File: src/rtl/tp_dis_loader_if.sv
// rtl/tp_dis_loader_if.sv - distance word stream in and table write bus out of tp_dis_loader
interface tp_dis_loader_if #(
  parameter int city_num_log = 5,
  parameter int dis_w        = 16
);
  // Upper-triangle distance stream from the host
  logic                      s_valid;
  logic [dis_w-1:0]          s_data;
  logic                      s_ready;

  // Table write bus broadcast to every replica node
  logic                      tp_dis_write;
  logic [2*city_num_log-1:0] tp_dis_waddr;
  logic [dis_w-1:0]          tp_dis_wdata;

  // Loader side
  modport master (
    input  s_valid, s_data,
    output s_ready, tp_dis_write, tp_dis_waddr, tp_dis_wdata
  );

  // Host / node side
  modport slave (
    output s_valid, s_data,
    input  s_ready, tp_dis_write, tp_dis_waddr, tp_dis_wdata
  );
endinterface

File: src/rtl/tp_dis_loader.sv
// rtl/tp_dis_loader.sv - loads the symmetric two-point distance table into all nodes; optional TP_DIS_DIAG_ZERO_EN
module tp_dis_loader #(
  parameter int city_num     = 30,
  parameter int city_num_log = 5,
  parameter int dis_w        = 16
) (
  input  logic            clk,
  input  logic            reset,
  input  logic            start,
  tp_dis_loader_if.master bus,
  output logic            busy,
  output logic            done
);

  localparam logic [city_num_log-1:0] LAST_IDX   = city_num_log'(city_num - 1);
  localparam logic [city_num_log-1:0] PENULT_IDX = city_num_log'(city_num - 2);
  localparam logic [city_num_log-1:0] ONE_IDX    = city_num_log'(1);
  localparam logic [city_num_log-1:0] TWO_IDX    = city_num_log'(2);

  typedef enum logic [2:0] {
    IDLE,
    ACCEPT,
    REV,
    DIAG,
    FIN
  } state_t;

  state_t                    state_q, state_d;
  logic [city_num_log-1:0]   i_q, i_d;
  logic [city_num_log-1:0]   j_q, j_d;
  logic                      ready_q, ready_d;
  logic                      write_q, write_d;
  logic [2*city_num_log-1:0] waddr_q, waddr_d;
  logic [dis_w-1:0]          wdata_q, wdata_d;
  logic                      busy_q, busy_d;
  logic                      done_q, done_d;

  // Next state, index advance and the registered values of every output
  always_comb begin
    state_d = state_q;
    i_d     = i_q;
    j_d     = j_q;
    write_d = 1'b0;
    waddr_d = waddr_q;
    wdata_d = wdata_q;
    done_d  = 1'b0;

    case (state_q)
      IDLE: begin
        // done_q high means this is still the load's final cycle, so a start
        // arriving alongside done is dropped.
        if (start && !done_q) begin
          i_d     = '0;
          j_d     = ONE_IDX;
          state_d = ACCEPT;
        end
      end

      ACCEPT: begin
        if (bus.s_valid && ready_q) begin
          write_d = 1'b1;
          waddr_d = {i_q, j_q};
          wdata_d = bus.s_data;
          state_d = REV;
        end
      end

      REV: begin
        // Mirror write: wdata_q still holds the word captured in ACCEPT.
        write_d = 1'b1;
        waddr_d = {j_q, i_q};
        state_d = ACCEPT;
        if (i_q == PENULT_IDX && j_q == LAST_IDX) begin
          // Last pair: park the counters at their start values so they never
          // step past city_num-1.
          i_d = '0;
          j_d = ONE_IDX;
`ifdef TP_DIS_DIAG_ZERO_EN
          state_d = DIAG;
`else
          state_d = FIN;
`endif
        end else if (j_q == LAST_IDX) begin
          i_d = i_q + ONE_IDX;
          j_d = i_q + TWO_IDX;
        end else begin
          j_d = j_q + ONE_IDX;
        end
      end

`ifdef TP_DIS_DIAG_ZERO_EN
      DIAG: begin
        // Row counter doubles as the diagonal index k.
        write_d = 1'b1;
        waddr_d = {i_q, i_q};
        wdata_d = '0;
        if (i_q == LAST_IDX) begin
          i_d     = '0;
          state_d = FIN;
        end else begin
          i_d = i_q + ONE_IDX;
        end
      end
`endif

      FIN: begin
        done_d  = 1'b1;
        state_d = IDLE;
      end

      default: begin
        state_d = IDLE;
      end
    endcase

    ready_d = (state_d == ACCEPT);
    busy_d  = (state_d != IDLE);
  end

  // State, index counters and output registers
  always_ff @(posedge clk or negedge reset) begin
    if (!reset) begin
      state_q <= IDLE;
      i_q     <= '0;
      j_q     <= ONE_IDX;
      ready_q <= 1'b0;
      write_q <= 1'b0;
      waddr_q <= '0;
      wdata_q <= '0;
      busy_q  <= 1'b0;
      done_q  <= 1'b0;
    end else begin
      state_q <= state_d;
      i_q     <= i_d;
      j_q     <= j_d;
      ready_q <= ready_d;
      write_q <= write_d;
      waddr_q <= waddr_d;
      wdata_q <= wdata_d;
      busy_q  <= busy_d;
      done_q  <= done_d;
    end
  end

  assign bus.s_ready      = ready_q;
  assign bus.tp_dis_write = write_q;
  assign bus.tp_dis_waddr = waddr_q;
  assign bus.tp_dis_wdata = wdata_q;
  assign busy             = busy_q;
  assign done             = done_q;

endmodule

File: src/flat_wrapper.sv
// flat-port wrapper written by rule: the top's interface ports become plain ports
module tp_dis_loader_flat 
#(
  parameter int city_num     = 30,
  parameter int city_num_log = 5,
  parameter int dis_w        = 16
)
  (clk, reset, start, busy, done, bus_s_valid, bus_s_data, bus_s_ready, bus_tp_dis_write, bus_tp_dis_waddr, bus_tp_dis_wdata);
  tp_dis_loader_if #(.city_num_log(city_num_log), .dis_w(dis_w)) bus_i ();
  input  logic clk;
  input  logic reset;
  input  logic start;
  output logic busy;
  output logic done;
  input wire logic [$bits(bus_i.s_valid)-1:0] bus_s_valid;
  input wire logic [$bits(bus_i.s_data)-1:0] bus_s_data;
  output wire logic [$bits(bus_i.s_ready)-1:0] bus_s_ready;
  output wire logic [$bits(bus_i.tp_dis_write)-1:0] bus_tp_dis_write;
  output wire logic [$bits(bus_i.tp_dis_waddr)-1:0] bus_tp_dis_waddr;
  output wire logic [$bits(bus_i.tp_dis_wdata)-1:0] bus_tp_dis_wdata;
  assign bus_i.s_valid = bus_s_valid;
  assign bus_i.s_data = bus_s_data;
  assign bus_s_ready = bus_i.s_ready;
  assign bus_tp_dis_write = bus_i.tp_dis_write;
  assign bus_tp_dis_waddr = bus_i.tp_dis_waddr;
  assign bus_tp_dis_wdata = bus_i.tp_dis_wdata;
  tp_dis_loader #(.city_num(city_num), .city_num_log(city_num_log), .dis_w(dis_w)) u_core (.clk(clk), .reset(reset), .start(start), .bus(bus_i), .busy(busy), .done(done));
endmodule
File: config.mk
export PLATFORM = sky130hd
export DESIGN_NAME = tp_dis_loader_flat
export DESIGN_NICKNAME = d
export VERILOG_FILES = /design/src/rtl/tp_dis_loader_if.sv /design/src/rtl/tp_dis_loader.sv /design/src/flat_wrapper.sv
export SDC_FILE = /design/constraint.sdc
export NUM_CORES = 1
export LEC_CHECK = 0
export BUFFER_PORTS_ARGS = -buffer_cell sky130_fd_sc_hd__buf_2
export CORE_AREA = 2 2 81 64
export DETAILED_ROUTE_END_ITERATION = 8
export DIE_AREA = 0 0 83 66
export PLACE_DENSITY = 0.65
export SLEW_MARGIN = 10
export SYNTH_ARGS = -nofsm -noshare
export SYNTH_HDL_FRONTEND = slang
export SYNTH_SLANG_ARGS = --single-unit
File: constraint.sdc
create_clock -name clk -period 2.45 [get_ports clk]
set_clock_uncertainty 0.15 [all_clocks]
set_input_delay 0.1225 -clock clk [delete_from_list [all_inputs] [get_ports clk]]
set_output_delay 0.1225 -clock clk [all_outputs]
set_load 0.03 [all_outputs]
# Word level (Yosys, flattened, before mapping)
# Cells that the tools add are included.
# word_totals
register_bits	43
latch_bits	0
ram_bits	0
romBits	0
output_inout_bits	30
mem_count	0
# op_classes
addsub	3
mul	0
div_mod_pow	0
n_lt_le_gt_ge	0
n_eq_ne	9
shift	0
mux	17
bitwise_logic	0
n_reduce_logical	12
# op_table
op	n
two-way mux 5 bit	6
case mux 10 bit (2 select lines)	1
case mux 5 bit (2 select lines)	2
adder 5 x 1 -> 5 bit (second input constant)	2
== test 5 bit (second input constant)	2
two-way mux 10 bit	1
two-way mux 3 bit	3
case mux 3 bit (3 select lines)	1
== test 3 x 1 -> 1 bit (second input constant)	2
AND reduction 2 bit	3
adder 5 x 2 -> 5 bit (second input constant)	1
!= test 2 x 1 -> 1 bit (second input constant)	2
nonzero test 2 bit	2
== test 3 x 2 -> 1 bit (second input constant)	1
== test 3 bit (second input constant)	1
logical AND 1 bit	3
logical NOT 3 bit	1
!= test 3 x 1 -> 1 bit (second input constant)	1
AND reduction 3 bit	1
nonzero test 3 bit	1
two-way mux 1 bit	2
case mux 1 bit (2 select lines)	1
logical NOT 1 bit	1

# Logic depth before layout (Yosys ltp)
# Gate-level depths: netlist of the first run.
# depth
depth_word	5
ltp_mapped	6

# Least setup slack after synthesis of the first run
# No wires, ideal clock.
# synth_timing
path_type	reg2reg
from	register u_core.j_q[0]
to	register u_core.i_q[3]
t_arrival_ps	1609
setup_slack_ps	566
stages_incl_launch_ff	6
n_path_buf	0
path_cell_list	dfstp_2 -> ha_1 -> nand4_1 -> o22ai_4 -> and4_1 -> nor4_2
# synth_between
elab_chain_len	4
elab_cells_between_ends	6
classes_between	eq/ne (2); mux (2); reduce/logical (2)
# synth_lines
item	line_no	rtl
start: declaration	tp_dis_loader.sv:30	logic [city_num_log-1:0] j_q, j_d;
start signal: assignment	tp_dis_loader.sv:135	j_q <= j_d;
== test 5 bit *	tp_dis_loader.sv:73, tp_dis_loader.sv:83	
logical AND 1 bit	tp_dis_loader.sv:73	if (i_q == PENULT_IDX && j_q == LAST_IDX) begin
!= test 3 x 1 -> 1 bit (no source line) / two-way mux 5 bit (equally long branches)	n/a	
AND reduction 3 bit (no source line) / case mux 5 bit (2 select lines) (equally long branches)	n/a	
end signal: assignment	tp_dis_loader.sv:134	i_q <= i_d;
end: declaration	tp_dis_loader.sv:29	logic [city_num_log-1:0] i_q, i_d;
# Every way passes the cells marked *; elsewhere a longest branch is shown, timed or not.
# A chain may end at the register's enable or synchronous reset.

# Final worst setup path of the first run
# layout_timing
from	register u_core.j_q[0]
to	register u_core.i_q[4]
# Same word-level chain as after synthesis.

==> results of run 1 <==
## logic make-up (layout without fill, tap and decap cells)
family | after synthesis | after routing
flops | 43 | 43
simple gates | 43 | 43
compound gates | 38 | 38
mux | 27 | 27
buf+inv | 16 | 82
fa+ha+maj | 5 | 5
xor+xnor | 1 | 1
## worst max-delay path: cells and delay by family (launching register included)
kind | cells | cell delay, ns
adder cells (fa/ha/maj) | 1 | 0.22
AND/OR/NAND/NOR | 3 | 0.63
AO/OA/AOI/OAI | 1 | 0.39
flip-flops | 1 | 0.61
## final timing paths
kind / endpoint / slack, ns / depth (start not counted)
min in group asynchronous: u_core.bus.tp_dis_wdata[4] / 0.37 / 2
hold / removal: u_core.state_q[0] / 0.16 / 4
hold reg to reg: u_core.bus.tp_dis_wdata[7] / 0.35 / 1
setup reg to reg: u_core.i_q[4] / 0.34 / 5
setup / recovery: u_core.i_q[4] / 0.34 / 5
max in group asynchronous: u_core.bus.tp_dis_waddr[9] / 1.21 / 2
## area by class of cell
cell class              instances  area [um^2]
fillers                       414         2120
flip-flops and latches         43         1080
multi-input cells             114          867
repair buffers                 69          438
well taps                      60         75.1
clock buffers                   6         72.6
clock inverters                 1         30.0
inverters                       6         22.5
## cells in the final DEF (no fill, tap or decap), drive strengths merged, types with 4 or more instances in the layout
cell	count
o21ai	15
a21oi	5
clkbuf	6
mux2	16
inv	6
mux2i	11
dfrtp	42
dlygate4sd3	17
nand2	15
nand4	4
ha	5
nor2	5
nor3	4
buf	52
## stage by stage
stage | worst slack, ns | instance area [um^2] | hold WS, ns | power [W]
after global placement | 0.422 | 2310 | 0.168 | 0.00242
after floorplan | 0.566 | 2030 | -0.323 | 0.00208
after detailed placement | 0.362 | 2310 | 0.167 | 0.00243
after CTS | 0.356 | 2580 | 0.148 | 0.00298
final | 0.342 | 2580 | 0.163 | 0.00295
after global routing | 0.165 | 2580 | 0.149 | 0.00314
## repair_timing
action | in CTS | in global routing
hold buffers | 17 | 0
hold endpoints to repair | 58 | 0
endpoints found under the setup margin | 0 | 0
## sequential cells by signal (all words and copies together) (netlist names)
register	flops
u_core.bus.tp_dis_write	1
u_core.j_q	5
u_core.bus.tp_dis_wdata	16
u_core.i_q	5
u_core.bus.tp_dis_waddr	10
u_core.busy	1
u_core.state_q	3
u_core.done	1
u_core.bus.s_ready	1
## layer usage
layer	track usage, %	part of all wire (%)	vias to the layer above	wire (um)
li1	-	-	754	-
met4	4.92	0.98	0	41
met2	23.1	42	52	1750
met5	0	0	-	0
met3	4.62	6.2	5	261
met1	23.7	51	720	2150
## power by group
| group | internal, W | leakage [nW] | switching, W |
|---|---|---|---|
| clock | 0.000299 | 0.0513 | 0.000219 |
| combinational | 0.000480 | 0.651 | 0.000795 |
| sequential | 0.000965 | 0.546 | 0.000197 |
| total | 0.00174 | 1.25 | 0.00121 |
==> reports/results.tsv, run 1 <==
stage	metric	value	unit
cts	clock_tree.root_cell	clkbuf_8	
yosys	seq_area_frac_synth	53.1	%
yosys	yosys_warnings	0	
job	cap_violations	0	
critical_path	crit_path_max_fanout	10	
critical_path	worst_setup_path_start_kind	flop	
pwr	p_per_area	1140	mW/mm^2
cts	cts_resized	0	
placement	place_hpwl	2.73	mm
detailed_routing	number_of_vias_per_cell_after_detailed_routing	5.12	
detailed_routing	routed_wire_length_per_instance	14.0	um
cells_and_area	antenna_cells	0	
floorplan	floorplan.die_area	0.00548	mm^2
cells_and_area	instances_no_fill	299	
yosys	post_synth_and_or_nand_nor_area_fraction	12.5	%
floorplan	die_height	66	um
critical_path	timing.critical_path.arrival	2.13	ns
yosys	ys_dominant_reg_cell	dfrtp_1	
yosys	synth_xor_xnor_area_share	0.432	%
timing	drv_slew	0	
timing	timing.final.hold_violations	0	
yosys	post_synthesis_net_count	198	
cts	cts_setup_buffers	0	
critical_path	timing.rr.start	u_core.j_q[0]	
floorplan	fp-row-count	22	
timing	layout_min_cycle_time	2.11	ns
timing	timing.max_slew.rel_slack	37.8	%
floorplan	core	0.00471	mm^2
timing	tightestPinTransition	0.933	ns
cts	clock_path_buffers	2	
timing	final.setup.tns	0	ns
cts	cts-htree-levels	2	
placement	gp_congestion	0.840	
critical_path	worstPathRequired	2.47	ns
pwr	worst_vdd_rail_ir_drop	0.662	mV
global_route	grt_antenna_before_repair	0	
detailed_routing	vias	1531	
yosys	synth-edff-count	0	
detailed_routing	number_of_nets_with_antenna_violations_after_detailed_routing	0	
timing	unrepaired_setup_endpoints_after_global_routing	false	
cts	numCtsBuffers	5	
run_status	status	complete, no violations	
global_route	largest_net_degree_at_the_start_of_global_routing	44	
cells_and_area	layout-drive-gt1-share	33.9	%
timing	max_freq	474	MHz
critical_path	slowest_cell_on_the_critical_path	dfstp_2	
yosys	post_synth.cell_area_avg	11.7	um^2
yosys	post_synth_main_area_contributors	dfrtp_1, mux2_2, mux2i_1	
cells_and_area	postLayoutCoreUtil	54.9	%
global_route	grt_pass1_wl	6.99	mm
yosys	mappedNetlistArea	0.00203	mm^2
critical_path	critPathKind	reg2reg	
detailed_routing	route.detailed.drc	0	
yosys	post_synth_inst_count	173	
placement	placed_cells_incl_taps	275	
yosys	synth_cell_type_count	42	
critical_path	path_cells	ha_1 -> nand4_1 -> o22ai_4 -> and4_1 -> nor3_2	
yosys	post-synth-top-count-cell	dfrtp_1	
critical_path	worst_setup_path_end_kind	flop	
critical_path	cpPeakStageDelay	0.61	ns
yosys	synth.area.mux_share	14.3	%
detailed_routing	totalWireLength	4.20	mm
placement	buffer_ports.inserted	49	
cts	path_clk_slew	0.08	ns
cells_and_area	post_layout_nets	264	
yosys	yosys.area.top_type	dfrtp_1	
floorplan	floorplan.initialDensity	43.1	%
yosys	synth_commonest_cells	dfrtp_1, mux2_2, nand2_1, o21ai_0, mux2i_1	
global_route	grt_overflow	0	
global_route	grt_util_all_layers	16.2	%
timing	setup_viol	0	
cts	clkLatencyLatePin	0.28	ns
cells_and_area	syn2layout_area_growth	27.3	%
yosys	synth-async-reset-ratio	100	%
yosys	yosys.area_share.adder	3.08	%
floorplan	chipWidth	83	um
floorplan	boundaryPins	50	
yosys	synth.top_cell.area_share	51.8	%
yosys	synth_top_family_by_area	multiplexers	
yosys	synth_compound_gate_area_share	12.5	%
timing	post-route-period-util	86.0	%
detailed_routing	dr.pass1.iters	4	
worst_hold_path	worst_hold_path_type	in2reg	
worst_hold_path	critical_hold_path_startpoint	bus_s_valid	
critical_path	crit_start	u_core.j_q[0]	
cts	cts_sinks	43	
pwr	total_leakage_power	1.25	nW
yosys	ys_seq_elements	43	
global_route	grt_pass1_vias	1385	
detailed_routing	drt-initial-drc-count	43	
cts	tritoncts	done	
Power figures use the tool's default switching activity.
==> run 2: changes to the inputs <==
==> constraint.sdc (replaced) <==
create_clock -name clk -period 2.7 [get_ports clk]
set_clock_uncertainty 0.15 [all_clocks]
set_input_delay 0.135 -clock clk [delete_from_list [all_inputs] [get_ports clk]]
set_output_delay 0.135 -clock clk [all_outputs]
set_load 0.03 [all_outputs]
==> reports/results.tsv, run 2 (synthesized netlist as in run 1, its figures left out) <==
stage	metric	value	unit
cts	cts_resized	0	
critical_path	cp_num_cells	3	
critical_path	crit_path_max_fanout	28	
global_route	grt_antenna_before_repair	0	
cells_and_area	largest_reg_flops	16	
timing	final.setup.tns	0	ns
detailed_routing	routed_wire_length_per_instance	14.2	um
global_route	grt_util_all_layers	17.2	%
detailed_routing	drt-initial-drc-count	53	
detailed_routing	dr.pass1.iters	4	
cts	cts-htree-levels	2	
cts	cts_sinks	43	
cts	cts_setup_buffers	0	
critical_path	worst_setup_path_end_kind	flop	
detailed_routing	route.detailed.drc	0	
critical_path	critical_path.n_buffers_inverters	0	
worst_hold_path	hold_path_depth	4	
critical_path	cpPeakStageDelay	0.78	ns
floorplan	chipWidth	83	um
detailed_routing	totalWireLength	4.26	mm
worst_hold_path	worst_hold_path_type	in2reg	
cts	clock_tree.root_cell	clkbuf_8	
critical_path	worstPathRequired	2.72	ns
cts	clkLatencyLatePin	0.29	ns
critical_path	critPathKind	reg2reg	
timing	drv_slew	0	
cts	tritoncts	done	
cells_and_area	layout.cell_area.non_filler	0.00257	mm^2
cts	path_clk_slew	0.08	ns
timing	setup_viol	0	
global_route	grt_pass1_vias	1514	
cells_and_area	layout-drive-gt1-share	33.9	%
cells_and_area	seq_area	0.00108	mm^2
floorplan	floorplan.die_area	0.00548	mm^2
global_route	grt_overflow	0	
placement	buffer_ports.inserted	49	
cells_and_area	syn2layout_area_growth	26.8	%
placement	placed_area	0.00230	mm^2
cells_and_area	multiInputGateArea	867	um^2
timing	timing.max_slew.rel_slack	33.5	%
timing	min_setup_slack_post_route	0.381	ns
detailed_routing	number_of_nets_with_antenna_violations_after_detailed_routing	0	
cells_and_area	post_layout_nets	263	
cells_and_area	fill_cells	400	
cts	numCtsBuffers	5	
global_route	grt_pass1_wl	7.49	mm
critical_path	worst_setup_path_start_kind	flop	
run_status	status	complete, no violations	
critical_path	slowest_cell_on_the_critical_path	nand4_2	
job	cap_violations	0	
timing	tightestPinTransition	0.995	ns
critical_path	timing.reg2reg.worst_path_depth	3	
floorplan	die_height	66	um
timing	unrepaired_setup_endpoints_after_global_routing	false	
placement	place_hpwl	2.74	mm
placement	dp_slack	0.388	ns
floorplan	boundaryPins	50	
cts	clock_path_buffers	2	
critical_path	path_cells	nor2_1 -> nand4_2 -> mux2_2	
detailed_routing	number_of_vias_per_cell_after_detailed_routing	5.21	
placement	placed_cells_incl_taps	274	
pwr	p_per_area	1030	mW/mm^2
timing	timing.final.hold_violations	0	
critical_path	critPathTopFamily	simple AND/OR/NAND/NOR gates	
floorplan	core	0.00471	mm^2
timing	max_freq	431	MHz
timing	post-route-period-util	85.9	%
cells_and_area	antenna_cells	0	
pwr	total_leakage_power	1.24	nW
floorplan	floorplan.initialDensity	43.1	%
cells_and_area	layout.cells.most_common	buf_2	
timing	whs	0.168	ns
timing	layout_min_cycle_time	2.32	ns
critical_path	timing.critical_path.arrival	2.34	ns
pwr	worst_vdd_rail_ir_drop	0.666	mV
global_route	largest_net_degree_at_the_start_of_global_routing	44	
detailed_routing	vias	1557	
placement	gp_congestion	0.826	
cells_and_area	instances_no_fill	299	
floorplan	fp-row-count	22	
cells_and_area	most-common-layout-cells	buf_2, dfrtp_1, dlygate4sd3_1, mux2_2	
[run 2: cell types whose count changed in the layout (fill, tap and decap cells not counted), sizes merged]
cell,previous run,this run
bufinv,1,0
clkbuf,6,8
buf,52,51
[run 2: worst register-to-register path, stage by stage (launching register included)]
cell     delay (ns)
dfrtp_1        0.50
nor2_1         0.16
nand4_2        0.78
mux2_2         0.59
[run 2: what timing repair did]
item                                    4_1_cts  5_1_grt
endpoints found under the setup margin        0        0
hold endpoints to repair                     58        0
hold buffers                                 17        0
[run 2: final timing paths]
kind / startpoint / end / slack (ns)
worst max-delay path: u_core.state_q[1] / u_core.bus.tp_dis_wdata[0] / 0.38
worst min-delay path: bus_s_valid / u_core.state_q[0] / 0.17
worst max register to register: u_core.state_q[1] / u_core.bus.tp_dis_wdata[0] / 0.38
worst min register to register: u_core.bus.tp_dis_wdata[2] / u_core.bus.tp_dis_wdata[2] / 0.35
max in group asynchronous: reset / u_core.bus.tp_dis_wdata[10] / 1.42
min in group asynchronous: reset / u_core.done / 0.39
[run 2: report_power, final]
group	switching [W]	leakage (nW)	total, W	internal, W
registers	0.000179	0.546	0.00105	0.000875
logic	0.000723	0.647	0.00116	0.000437
clock network	0.000208	0.0515	0.000441	0.000233
[run 2: metrics by stage]
| stage | total power, W | utilization (%) |
|---|---|---|
| after detailed placement | 0.00221 | 48.9 |
| final | 0.00266 | 54.7 |
| after floorplan | 0.00189 | - |
| after global placement | 0.00219 | 48.9 |
| after CTS | 0.00267 | 54.7 |
| after global routing | 0.00282 | 54.7 |
[run 2: area by class of cell]
type                            instances  share of cell area [%]
Multi-Input combinational cell        114                    33.7
Tap cell                               60                    2.92
Inverter                                6                   0.875
Timing Repair Buffer                   68                    16.7
Sequential cell                        43                    41.9
Clock buffer                            8                    3.89
[run 2: layer usage]
| layer | vias up | track usage (%) | share of wire [%] |
|---|---|---|---|
| li1 | 758 | - | - |
| met1 | 755 | 24.9 | 53 |
| met2 | 40 | 25.4 | 41 |
| met3 | 4 | 4.37 | 4.8 |
| met4 | 0 | 5.33 | 0.75 |
| met5 | - | 0 | 0 |
==> run 3: changes to the inputs <==
--- a/config.mk
+++ b/config.mk
@@ -6,10 +6,10 @@
 export NUM_CORES = 1
 export LEC_CHECK = 0
 export BUFFER_PORTS_ARGS = -buffer_cell sky130_fd_sc_hd__buf_2
-export CORE_AREA = 2 2 81 64
+export CORE_AREA = 2 2 98 77
 export DETAILED_ROUTE_END_ITERATION = 8
-export DIE_AREA = 0 0 83 66
-export PLACE_DENSITY = 0.65
+export DIE_AREA = 0 0 100 79
+export PLACE_DENSITY = 0.47
 export SLEW_MARGIN = 10
 export SYNTH_ARGS = -nofsm -noshare
 export SYNTH_HDL_FRONTEND = slang
==> constraint.sdc (replaced) <==
create_clock -name clk -period 2.6 [get_ports clk]
set_clock_uncertainty 0.15 [all_clocks]
set_input_delay 0.13 -clock clk [delete_from_list [all_inputs] [get_ports clk]]
set_output_delay 0.13 -clock clk [all_outputs]
set_load 0.03 [all_outputs]
==> reports/results.tsv, run 3 (synthesized netlist as in run 1, its figures left out) <==
stage	metric	value	unit
run_status	status	complete, no violations	
global_route	grt_util_all_layers	11.7	%
floorplan	boundaryPins	50	
worst_hold_path	worst_hold_path_type	in2reg	
placement	placed_area	0.00236	mm^2
placement	buffer_ports.inserted	49	
cts	cts-htree-levels	2	
timing	timing.max_slew.rel_slack	36.2	%
timing	layout_min_cycle_time	2.07	ns
cells_and_area	layout.cells.most_common	buf_2	
global_route	largest_net_degree_at_the_start_of_global_routing	44	
global_route	grt_antenna_before_repair	0	
pwr	p_int	0.00156	W
pwr	p_per_area	1040	mW/mm^2
critical_path	crit_path_max_fanout	8	
timing	tightestPinTransition	0.957	ns
timing	setup_viol	0	
detailed_routing	met2RoutedLength	1.84	mm
job	cap_violations	0	
global_route	grt_pass1_vias	1465	
detailed_routing	vias	1537	
timing	post-route-period-util	79.8	%
cts	cts_hold_buf	17	
floorplan	floorplan.die_area	0.00790	mm^2
detailed_routing	number_of_vias_per_cell_after_detailed_routing	4.70	
floorplan	fp-row-count	27	
critical_path	timing.critical_path.arrival	2.10	ns
pwr	net-switching-power	0.00116	W
critical_path	slowest_cell_on_the_critical_path	dfstp_2	
cells_and_area	most-common-layout-cells	buf_2, dfrtp_1, dlygate4sd3_1, mux2_2	
detailed_routing	route.met3.wl	289	um
critical_path	critPathTopFamily	simple AND/OR/NAND/NOR gates	
detailed_routing	drt-initial-drc-count	74	
pwr	worst_vdd_rail_ir_drop	0.323	mV
critical_path	worst_setup_path_end_kind	flop	
pwr	total_leakage_power	1.24	nW
critical_path	critical_path.n_buffers_inverters	0	
pwr	p_total	0.00272	W
cts	clkLatencyLatePin	0.29	ns
cts	clock_path_buffers	2	
timing	min_setup_slack_post_route	0.525	ns
critical_path	critPathKind	reg2reg	
cts	path_clk_slew	0.08	ns
detailed_routing	route.detailed.drc	0	
pwr	clockPowerShare	15.4	%
floorplan	die_height	79	um
cts	cts_sinks	43	
timing	drv_slew	0	
cells_and_area	postLayoutCoreUtil	37.2	%
cells_and_area	post_layout_nets	264	
cells_and_area	syn2layout_area_growth	28.7	%
floorplan	floorplan.initialDensity	28.9	%
cells_and_area	largest_reg_flops	16	
detailed_routing	dr.pass1.iters	4	
pwr	power.share.switching	42.7	%
critical_path	worstPathRequired	2.63	ns
global_route	grt_overflow	0	
cts	tritoncts	done	
critical_path	path_cells	ha_1 -> nand4_1 -> o21a_1 -> nor2_1 -> nor3_1	
cts	clock_tree.root_cell	clkbuf_8	
detailed_routing	routed_length_on_met1	2.24	mm
cells_and_area	layout.cell_area.non_filler	0.00261	mm^2
detailed_routing	totalWireLength	4.40	mm
detailed_routing	number_of_nets_with_antenna_violations_after_detailed_routing	0	
cts	numCtsBuffers	5	
floorplan	core	0.00703	mm^2
cts	cts_setup_buffers	0	
timing	timing.final.hold_violations	0	
placement	dp_slack	0.528	ns
placement	gp_congestion	0.745	
cells_and_area	layout-drive-gt1-share	34.2	%
placement	place_hpwl	2.98	mm
timing	unrepaired_setup_endpoints_after_global_routing	false	
pwr	share_comb_of_total_power	44.6	%
critical_path	cpPeakStageDelay	0.60	ns
cts	cts_resized	0	
detailed_routing	highest_layer	met4	
global_route	grt_pass1_wl	7.21	mm
timing	final.setup.tns	0	ns
floorplan	chipWidth	100	um
detailed_routing	routed_wire_length_per_instance	13.5	um
critical_path	worst_setup_path_start_kind	flop	
timing	max_freq	482	MHz
pwr	seq_power_share	40.0	%
cells_and_area	antenna_cells	0	
run 3: area by class of cell:
| type | count | area, um^2 |
|---|---|---|
| fillers | 711 | 4420 |
| flip-flops and latches | 43 | 1080 |
| multi-input cells | 114 | 867 |
| repair buffers | 69 | 450 |
| well taps | 87 | 109 |
| clock buffers | 6 | 72.6 |
| inverters | 6 | 22.5 |
| clock inverters | 2 | 12.5 |
run 3: per-stage QoR:
step	hold WS, ns	instances
after floorplan	-0.316	173
after detailed placement	0.208	302
final	0.156	327
after CTS	0.150	327
after global routing	0.212	327
after global placement	0.204	302
run 3: worst min-delay path, delay by kind of cell:
kind	cells	cell delay, ns
AOI/OAI and AO/OA	1	0.08
buffers and inverters	1	0.10
and+or+nand+nor	1	0.05
muxes	1	0.19
run 3: path summary, 6_finish.rpt:
kind / startpoint / endpoint / slack [ns] / depth (start not counted)
setup reg to reg: u_core.j_q[0] / u_core.i_q[2] / 0.53 / 5
setup / recovery: u_core.j_q[0] / u_core.i_q[2] / 0.53 / 5
hold / removal: bus_s_valid / u_core.bus.s_ready / 0.16 / 4
hold reg to reg: u_core.bus.tp_dis_wdata[5] / u_core.bus.tp_dis_wdata[5] / 0.36 / 1
max in group asynchronous: reset / u_core.bus.tp_dis_waddr[3] / 1.34 / 2
min in group asynchronous: reset / u_core.bus.tp_dis_wdata[13] / 0.37 / 2
run 3: power by group through the flow:
stage	sequential [W]	combinational (W)	clock (W)
after floorplan	0.00144	0.000520	0
after global placement	0.00110	0.00121	0
after detailed placement	0.00110	0.00121	0
after CTS	0.00109	0.00123	0.000450
after global routing	0.00113	0.00132	0.000476
final	0.00109	0.00121	0.000419
run 3: metal layers:
metal / GRT usage, % / vias to the layer above
met5: 0 / -
met4: 4.11 / 0
met3: 3.35 / 2
met2: 17.8 / 49
met1: 16.0 / 720
li1: - / 766
